$ cat config.mk
export PLATFORM = sky130hd
export DESIGN_NAME = controle_exibicao_matriz
export DESIGN_NICKNAME = d
export VERILOG_FILES = /design/src/rtl/controle_exibicao_matriz.sv
export SDC_FILE = /design/constraint.sdc
export NUM_CORES = 1
export LEC_CHECK = 0
export CAP_MARGIN = 40
export CORE_AREA = 2 2 63 65
export CTS_CLUSTER_SIZE = 8
export DETAILED_ROUTE_END_ITERATION = 16
export DIE_AREA = 0 0 65 67
export HOLD_SLACK_MARGIN = 0.03
export PLACE_DENSITY = 0.77
export SYNTH_ARGS = -nofsm -noshare
export SYNTH_HDL_FRONTEND = slang
export SYNTH_SLANG_ARGS = --single-unit
$ cat constraint.sdc
create_clock -name clock -period 3.4 [get_ports clock]
set_input_delay 0.34 -clock clock [delete_from_list [all_inputs] [get_ports clock]]
set_output_delay 0.34 -clock clock [all_outputs]
set_load 0.005 [all_outputs]
$ cat src/rtl/controle_exibicao_matriz.sv
// Scan-clock divider, screen alternation and debounced tank-level sensors for the 5x7 matrix.
// Optional blinking of the level outputs while in ERRO is enabled by defining PISCA_ERRO_EN.
module controle_exibicao_matriz #(
    parameter int DIV_SCAN   = 25000,
    parameter int TEMPO_TELA = 500,
    parameter int FILTRO_N   = 8
) (
    input  logic clock,
    input  logic reset,
    input  logic sensor_alta,
    input  logic sensor_media,
    input  logic sensor_baixa,
    output logic frequencia_display,
    output logic seletor,
    output logic Alta,
    output logic Media,
    output logic Baixa,
    output logic erro_sensor
);

    localparam int DW = (DIV_SCAN > 1) ? $clog2(DIV_SCAN) : 1;
    localparam int TW = (TEMPO_TELA > 1) ? $clog2(TEMPO_TELA) : 1;
    localparam int FW = $clog2(FILTRO_N + 1);

    typedef enum logic [1:0] {
        TELA_IRRIGACAO = 2'd0,
        TELA_CAIXA     = 2'd1,
        ERRO           = 2'd2
    } tela_t;

    logic [DW-1:0] div_cnt;
    logic          div_wrap;
    logic          tick_scan;

    assign div_wrap  = (div_cnt == DW'(DIV_SCAN - 1));
    assign tick_scan = div_wrap && !frequencia_display;

    // NOTE: sequential state uses non-blocking assignments so every flop samples pre-edge values.
    always_ff @(posedge clock or posedge reset) begin
        if (reset) begin
            div_cnt            <= '0;
            frequencia_display <= 1'b0;
        end else if (div_wrap) begin
            div_cnt            <= '0;
            frequencia_display <= ~frequencia_display;
        end else begin
            div_cnt <= div_cnt + DW'(1);
        end
    end

    // Two-flop synchroniser; bit order {alta, media, baixa}.
    logic [2:0] sync1;
    logic [2:0] sync2;

    always_ff @(posedge clock or posedge reset) begin
        if (reset) begin
            sync1 <= 3'b000;
            sync2 <= 3'b000;
        end else begin
            sync1 <= {sensor_alta, sensor_media, sensor_baixa};
            sync2 <= sync1;
        end
    end

    logic [2:0]    cand;
    logic [2:0]    cand_next;
    logic [FW-1:0] cnt;
    logic [FW-1:0] cnt_next;
    logic [2:0]    filt;

    // NOTE: every always_comb output gets a default first so no latch is inferred.
    always_comb begin
        cand_next = cand;
        cnt_next  = cnt;
        if (sync2 == cand) begin
            if (cnt != FW'(FILTRO_N))
                cnt_next = cnt + FW'(1);
        end else begin
            cand_next = sync2;
            cnt_next  = FW'(1);
        end
    end

    // The filtered vector follows the candidate on the tick its run reaches FILTRO_N.
    always_ff @(posedge clock or posedge reset) begin
        if (reset) begin
            cand <= 3'b000;
            cnt  <= '0;
            filt <= 3'b000;
        end else if (tick_scan) begin
            cand <= cand_next;
            cnt  <= cnt_next;
            if (cnt_next == FW'(FILTRO_N))
                filt <= cand_next;
        end
    end

    logic inval;
    assign inval = (filt[2] & ~filt[1]) | (filt[1] & ~filt[0]) | (filt[2] & ~filt[0]);

    tela_t         estado;
    logic [TW-1:0] tela_cnt;

    // Inconsistency is checked first so it overrides a screen timeout on the same cycle.
    always_ff @(posedge clock or posedge reset) begin
        if (reset) begin
            estado      <= TELA_IRRIGACAO;
            tela_cnt    <= '0;
            seletor     <= 1'b0;
            erro_sensor <= 1'b0;
        end else if (inval) begin
            estado      <= ERRO;
            tela_cnt    <= '0;
            seletor     <= 1'b1;
            erro_sensor <= 1'b1;
        end else begin
            case (estado)
                TELA_IRRIGACAO, TELA_CAIXA: begin
                    if (tick_scan) begin
                        if (tela_cnt == TW'(TEMPO_TELA - 1)) begin
                            estado   <= (estado == TELA_IRRIGACAO) ? TELA_CAIXA : TELA_IRRIGACAO;
                            seletor  <= (estado == TELA_IRRIGACAO);
                            tela_cnt <= '0;
                        end else begin
                            tela_cnt <= tela_cnt + TW'(1);
                        end
                    end
                end
                default: begin
                    estado      <= TELA_CAIXA;
                    tela_cnt    <= '0;
                    seletor     <= 1'b1;
                    erro_sensor <= 1'b0;
                end
            endcase
        end
    end

`ifdef PISCA_ERRO_EN
    logic [TW-1:0] pisca_cnt;
    logic          apagado;

    // Blink phase advances every TEMPO_TELA ticks spent in ERRO; cleared whenever ERRO is left.
    always_ff @(posedge clock or posedge reset) begin
        if (reset) begin
            pisca_cnt <= '0;
            apagado   <= 1'b0;
        end else if (estado != ERRO) begin
            pisca_cnt <= '0;
            apagado   <= 1'b0;
        end else if (tick_scan) begin
            if (pisca_cnt == TW'(TEMPO_TELA - 1)) begin
                pisca_cnt <= '0;
                apagado   <= ~apagado;
            end else begin
                pisca_cnt <= pisca_cnt + TW'(1);
            end
        end
    end

    assign {Alta, Media, Baixa} = filt & {3{~(apagado && (estado == ERRO))}};
`else
    assign {Alta, Media, Baixa} = filt;
`endif

endmodule

==> summary.md, run 1 <==
| Metric | Value |
|---|---|
| Syn Inst Count | 200 |
| Largest net degree at the start of global routing | 46 |
| Worst slew margin relative to its limit | 59.6% |
| Reg2reg end | tela_cnt[8] |
| Mapped Nets | 209 |
| Gr ovfl total | 0 |
| GR Util All Layers | 20.9% |
| Die width | 65 µm |
| Yosys warning total | 0 |
| CP Depth | 6 |
| Initial antenna violation count | 0 |
| Total power | 0.000902 W |
| Crit path largest cell delay | 0.50 ns |
| Final net count | 224 |
| CTS tree | done |
| Clock H-tree levels | 2 |
| Number of remaining DRC errors | 0 |
| Post-DP HPWL | 2760 µm |
| PD cells | 384 nW/µm² |
| Max Clk Rate | 383 MHz |
| R2r worst-path depth | 6 |
| DRT Pass-1 Iters | 4 |
| WL/cell | 15.1 µm |
| Placed cell count | 256 |
| WP data arrival | 2.82 ns |
| Setup bufs post-CTS | 0 |
| Critical path class | register to register |
| I/O Buffers | 10 |
| Max Cap Viol | 0 |
| I/O pin cnt | 11 |
| Avg Synthesized Cell Area | 10.6 µm² |
| Worst Max-Slew Pin Slew | 0.601 ns |
| Layout Cells excl Fill | 264 |
| Hold depth | 0 |
| Synth Cell Area | 2110 µm² |
| Yosys reg bits | 45 |
| Clock Tree Buf Depth | 2 |
| Cell chain of the critical path | ha_1 > nor4bb_1 > and4_1 > nand2b_1 > or3_4 > o31ai_2 |
| Reg2reg setup slack | 0.79 ns |
| CP Max Fanout | 11 |
| Fraction of layout cells with a size suffix above 1 | 9.26% |
| CP Launch Type | register |
| Critical path capture point type | register |
| Leakage | 1.06 nW |
| Sequential element share of the synthesized area | 53.3% |
| P&R area growth vs syn | 11.3% |
| RSZ-0062 raised after global routing | no |
| Die Y | 67 µm |
| Worst Hold Endpoint | sync2[2] |
| Setup violators final | 0 |
| Final period util | 76.8% |
| N_diodes | 0 |
| Fin crit period | 2.61 ns |
| Row cnt | 22 |
| Max rail drop VDD | 0.336 mV |
| Final TNS setup | 0 ns |
| Initial detailed-routing violation count | 159 |
| CP delay by family, top | simple AND/OR/NAND/NOR gates |
| Vias in the first global route | 1530 |
| Cts repair resizes | 0 |
| First-pass GRT wire length | 6820 µm |
| CTS buffer count | 5 |
| Placer Congestion | 0.892 |
| CORE AREA | 3610 µm² |
| Clock slew at reported path FFs | 0.09 ns |
| RR Startpoint | div_cnt[0] |
| Hold Startpoint | sync1[2] |
| Via count | 1547 |
| Max-slew violation count | 0 |
| Clock sink count | 45 |
| Utilization after layout | 65.1% |
| CP max stage cell | and4_1 |
| Vias/cell | 5.86 |
| Starting Density | 58.5% |
| Min Hold Slack | 0.360 ns |
| Hold_buf cts | 0 |
| Die area | 4360 µm² |
| Yosys cell types | 42 |
| WP data required | 3.61 ns |
| Status | complete, no violations |
| Final WL | 3980 µm |
| Commonest non-fill, non-tap cell in the layout | dfrtp_1 |
| Root Driver | clkbuf_8 |
| Fill cells | 278 |
| Clk Latency, worst-skew pair | 0.30 ns |
| Hold crit path type | register to register |
| Max Clock Skew | 0.0112 ns |
| Most used cells in the layout excluding fill and tap cells | 45 x dfrtp_1, 23 x nand2_1, 18 x nor2_1 |
| Final hold violations | 0 |
| Antenna-violating nets left | 0 |
| Buffers & Inverters on Critical Path | 0 |
-- metal layers --
layer / GRT usage, % / vias up / share of wire [%]
li1: - / 729 / -
met1: 24.2 / 777 / 46
met2: 36.6 / 29 / 50
met3: 4.73 / 12 / 2.6
met4: 10.1 / 0 / 2.2
met5: 0 / - / 0
-- sequential cells by signal (all words and copies together) (netlist names), 2 cells and up --
| name | count |
|---|---|
| sync2 | 3 |
| filt | 3 |
| cand | 3 |
| tela_cnt | 9 |
| div_cnt | 15 |
| sync1 | 3 |
| estado | 2 |
| cnt | 4 |
-- worst max-delay path by stage --
stage,to,from
floorplan,tela_cnt[8],div_cnt[0]
global placement,tela_cnt[7],div_cnt[0]
detailed placement,tela_cnt[8],div_cnt[0]
CTS,tela_cnt[8],div_cnt[0]
global route,tela_cnt[7],div_cnt[0]
finish,tela_cnt[8],div_cnt[0]
-- worst register-to-register path, stage by stage, from the launching register on --
cell and delay, ns:
dfrtp_1 0.40, ha_1 0.22, nor4bb_1 0.36, and4_1 0.50
nand2b_1 0.34, or3_4 0.50, o31ai_2 0.20
-- cell type report --
type | instances | area (µm²) | share of cell area, %
repair buffers | 11 | 108 | 4.58
multi-input cells | 144 | 931 | 39.6
inverters | 8 | 30.0 | 1.28
well taps | 48 | 60.1 | 2.56
flip-flops and latches | 45 | 1130 | 47.9
clock inverters | 3 | 25.0 | 1.07
clock buffers | 5 | 68.8 | 2.93
-- cell families (layout without fill, tap and decap cells) --
kind of cell | after synthesis | count (layout) | share of synthesized area (%)
AOI/OAI and AO/OA | 31 | 31 | 9.84
xor gates and xnor gates | 18 | 18 | 7.47
DFF | 45 | 45 | 53.3
and+or+nand+nor | 87 | 87 | 22.3
adders and majority gates | 4 | 4 | 2.37
muxes | 4 | 4 | 2.07
buffers and inverters | 11 | 27 | 2.55
-- through the flow --
stage	instance area, µm²	setup WS (ns)
floorplan	2110	1.49
global placement	2250	0.994
detailed placement	2250	0.809
CTS	2350	0.781
global route	2350	0.573
finish	2350	0.789
-- where the power goes --
part	switching, W	internal [W]
Sequential	0.00000223	0.000538
Clock	0.000194	0.000148
Combinational	0.0000121	0.00000653
-- synthesized netlist by cell type, drive strengths merged --
cell	number	area share (%)
and2	2	0.59
and2b	1	0.47
and4	4	1.7
xor2	11	4.6
o31ai	5	2.3
inv	8	1.4
or4	2	0.71
xnor2	7	2.9
nor2	18	3.2
nand3	15	3.8
nand4	3	0.89
nor4	1	0.59
nor4b	1	0.71
mux2	3	1.6
a311oi	1	0.42
ha	4	2.4
a2bb2oi	1	0.42
nor2b	5	1.5
buf	3	1.1
o211ai	2	0.71
o31a	2	0.83
dfrtp	45	53
mux2i	1	0.47
nand2b	1	0.30
and3	3	0.89
a211oi	1	0.36
nor3	2	0.47
or2	1	0.30
nand2	23	4.1
a21o	1	0.36
or3	2	0.83
o21ai	11	2.6
and3b	1	0.42
a21oi	6	1.4
a41o	1	0.47
nor4bb	2	0.95
(Power assumes the default switching activity.)
==> inputs of run 2 (changes only) <==
--- a/config.mk
+++ b/config.mk
@@ -6,12 +6,12 @@
 export NUM_CORES = 1
 export LEC_CHECK = 0
 export CAP_MARGIN = 40
-export CORE_AREA = 2 2 63 65
+export CORE_AREA = 2 2 67 69
 export CTS_CLUSTER_SIZE = 8
 export DETAILED_ROUTE_END_ITERATION = 16
-export DIE_AREA = 0 0 65 67
+export DIE_AREA = 0 0 69 71
 export HOLD_SLACK_MARGIN = 0.03
-export PLACE_DENSITY = 0.77
+export PLACE_DENSITY = 0.72
 export SYNTH_ARGS = -nofsm -noshare
 export SYNTH_HDL_FRONTEND = slang
 export SYNTH_SLANG_ARGS = --single-unit
==> constraint.sdc (replaced) <==
create_clock -name clock -period 2.1 [get_ports clock]
set_input_delay 0.21 -clock clock [delete_from_list [all_inputs] [get_ports clock]]
set_output_delay 0.21 -clock clock [all_outputs]
set_load 0.005 [all_outputs]
==> run 2 against run 1 <==
Compared with the run above: fmax up 34%; power up 75%; sequential power up 62%; wire length down 2.6%; sequential cell count unchanged; first-iteration DRC count down 3.1%; cell count up 3.8%; critical path depth up 1; critical endpoint is now filt[2]; largest cell class unchanged; largest power group unchanged; highest routed layer unchanged.
==> summary.md, run 2 (synthesis gave the netlist of run 1 again) <==
| Metric | Value |
|---|---|
| Status | complete, no violations |
| Initial antenna violation count | 0 (unchanged) |
| Post-route cell area | 2460 µm² (+4.6%) |
| DRT Pass-1 Iters | 4 (unchanged) |
| Die area | 4900 µm² (+12%) |
| Final TNS setup | 0 ns (unchanged) |
| Max reg flops | 15 (unchanged) |
| Reg2reg end | filt[2] |
| Final WL | 3870 µm (-2.6%) |
| First-pass GRT wire length | 7070 µm (+3.6%) |
| Via count | 1528 (-1.2%) |
| R2r worst-path depth | 7 (+1) |
| Clock Tree Buf Depth | 2 (unchanged) |
| Max Clock Skew | 0.0104 ns (-0.000814 ns) |
| Final net count | 230 (+2.7%) |
| Number of remaining DRC errors | 0 (unchanged) |
| Setup violators final | 0 (unchanged) |
| WP data arrival | 2.14 ns (-0.68 ns) |
| Post-DP HPWL | 2730 µm (-1.2%) |
| Vias in the first global route | 1501 (-1.9%) |
| Fill cells | 357 (+28%) |
| CP Max Fanout | 3 (-8) |
| Clock H-tree levels | 2 (unchanged) |
| RSZ-0062 raised after global routing | no |
| Max-slew violation count | 0 (unchanged) |
| WL/cell | 14.1 µm (-6.2%) |
| CTS tree | done |
| Gr ovfl total | 0 (unchanged) |
| Setup WS post-layout | 0.157 ns (-0.632 ns) |
| Root Driver | clkbuf_8 |
| Antenna-violating nets left | 0 (unchanged) |
| Clk Latency, worst-skew pair | 0.30 ns (about the same) |
| Most used cells in the layout excluding fill and tap cells | 45 x dfrtp_1, 23 x nand2_1, 18 x nor2_1 |
| CORE AREA | 4200 µm² (+17%) |
| Die Y | 71 µm (+6.0%) |
| PD cells | 642 nW/µm² (+67%) |
| CTS buffer count | 5 (unchanged) |
| Reg2reg setup slack | 0.16 ns (-0.63 ns) |
| Max Clk Rate | 515 MHz (+34%) |
| Initial detailed-routing violation count | 154 (-3.1%) |
| Final hold violations | 0 (unchanged) |
| Max rail drop VDD | 0.562 mV (+67%) |
| I/O Buffers | 10 (unchanged) |
| I/O pin cnt | 11 (unchanged) |
| Crit path to | filt[2] |
| Fraction of layout cells with a size suffix above 1 | 14.0% (+4.7 points) |
| P&R area growth vs syn | 16.4% |
| RR Startpoint | cnt[1] |
| Regs by FF count | div_cnt x15, tela_cnt x9, cnt x4 |
| Biggest register | div_cnt |
| Leakage | 1.10 nW (+3.8%) |
| Vias/cell | 5.58 (-4.8%) |
| Cell area after placement | 2300 µm² (+2.2%) |
| Setup bufs post-CTS | 0 (unchanged) |
| Clock slew at reported path FFs | 0.09 ns (about the same) |
| Worst Max-Slew Pin Slew | 0.587 ns (-0.0143 ns) |
| Post-Place Worst Slack | 0.0958 ns (-0.714 ns) |
| Placer Congestion | 0.848 (-4.9%) |
| Largest net degree at the start of global routing | 46 (unchanged) |
| WP data required | 2.30 ns (-1.31 ns) |
| CP Launch Type | register |
| Starting Density | 50.2% (-8.3 points) |
| Critical path class | register to register |
| Max Cap Viol | 0 (unchanged) |
| Worst slew margin relative to its limit | 60.6% (+1.0 points) |
| N_diodes | 0 (unchanged) |
| Clock sink count | 45 (unchanged) |
| Hold crit path type | primary input to asynchronous set/reset pin |
| Row cnt | 24 (+9.1%) |
| Final period util | 92.5% (+16 points) |
| Fin crit period | 1.94 ns (-0.668 ns) |
| Die width | 69 µm (+6.2%) |
| Crit path launch | cnt[1] |
| Commonest non-fill, non-tap cell in the layout | dfrtp_1 |
| Critical path capture point type | register |
| GR Util All Layers | 18.1% (-2.8 points) |
## run 2: where the power goes
part,switching (W),internal [W]
registers,0.00000348,0.000871
clock network,0.000311,0.000363
logic,0.0000194,0.0000106
total,0.000334,0.00125
## run 2: worst min-delay path by stage
stage	endpoint	cells after the start
floorplan	sync1[0]	0
detailed placement	sync2[2]	0
CTS	sync1[2]	1
global placement	sync2[0]	0
global route	sync1[1]	1
finish	sync2[1]	3
## run 2: critical path: stages (launching register included)
cell	delay, ns
dfrtp_1	0.41
inv_1	0.08
ha_1	0.13
nand2_1	0.06
or3_1	0.31
a311oi_1	0.38
nand3_2	0.17
mux2_2	0.29
## run 2: cell type report
type	instances	area [µm²]	share of cell area [%]
Clock buffer	5	68.8	2.80
Clock inverter	3	47.5	1.93
Tap cell	52	65.1	2.65
Sequential cell	45	1130	45.8
Multi-Input combinational cell	144	967	39.4
Timing Repair Buffer	17	153	6.21
Inverter	8	30.0	1.22
## run 2: routing by layer
layer	routed length [µm]	up-vias	share of wire (%)	track usage, %
li1	-	748	-	-
met2	1810	31	47	27.4
met3	184	6	4.7	4.84
met4	51	0	1.3	5.23
met1	1820	743	47	25.9
met5	0	-	0	0
## run 2: repair_timing
item	4_1_cts	5_1_grt
endpoints found under the setup margin	0	10
hold buffers	0	0
gates resized for setup	0	7
## run 2: per-stage QoR
step / std cells / hold WS [ns] / utilization, % / power, W
finish: 274 / 0.340 / 58.5 / 0.00158
CTS: 274 / 0.336 / 57.6 / 0.00160
global placement: 266 / 0.332 / 54.8 / 0.000923
floorplan: 200 / 0.241 / - / 0.000909
detailed placement: 266 / 0.341 / 54.8 / 0.000924
global route: 274 / 0.330 / 58.5 / 0.00164
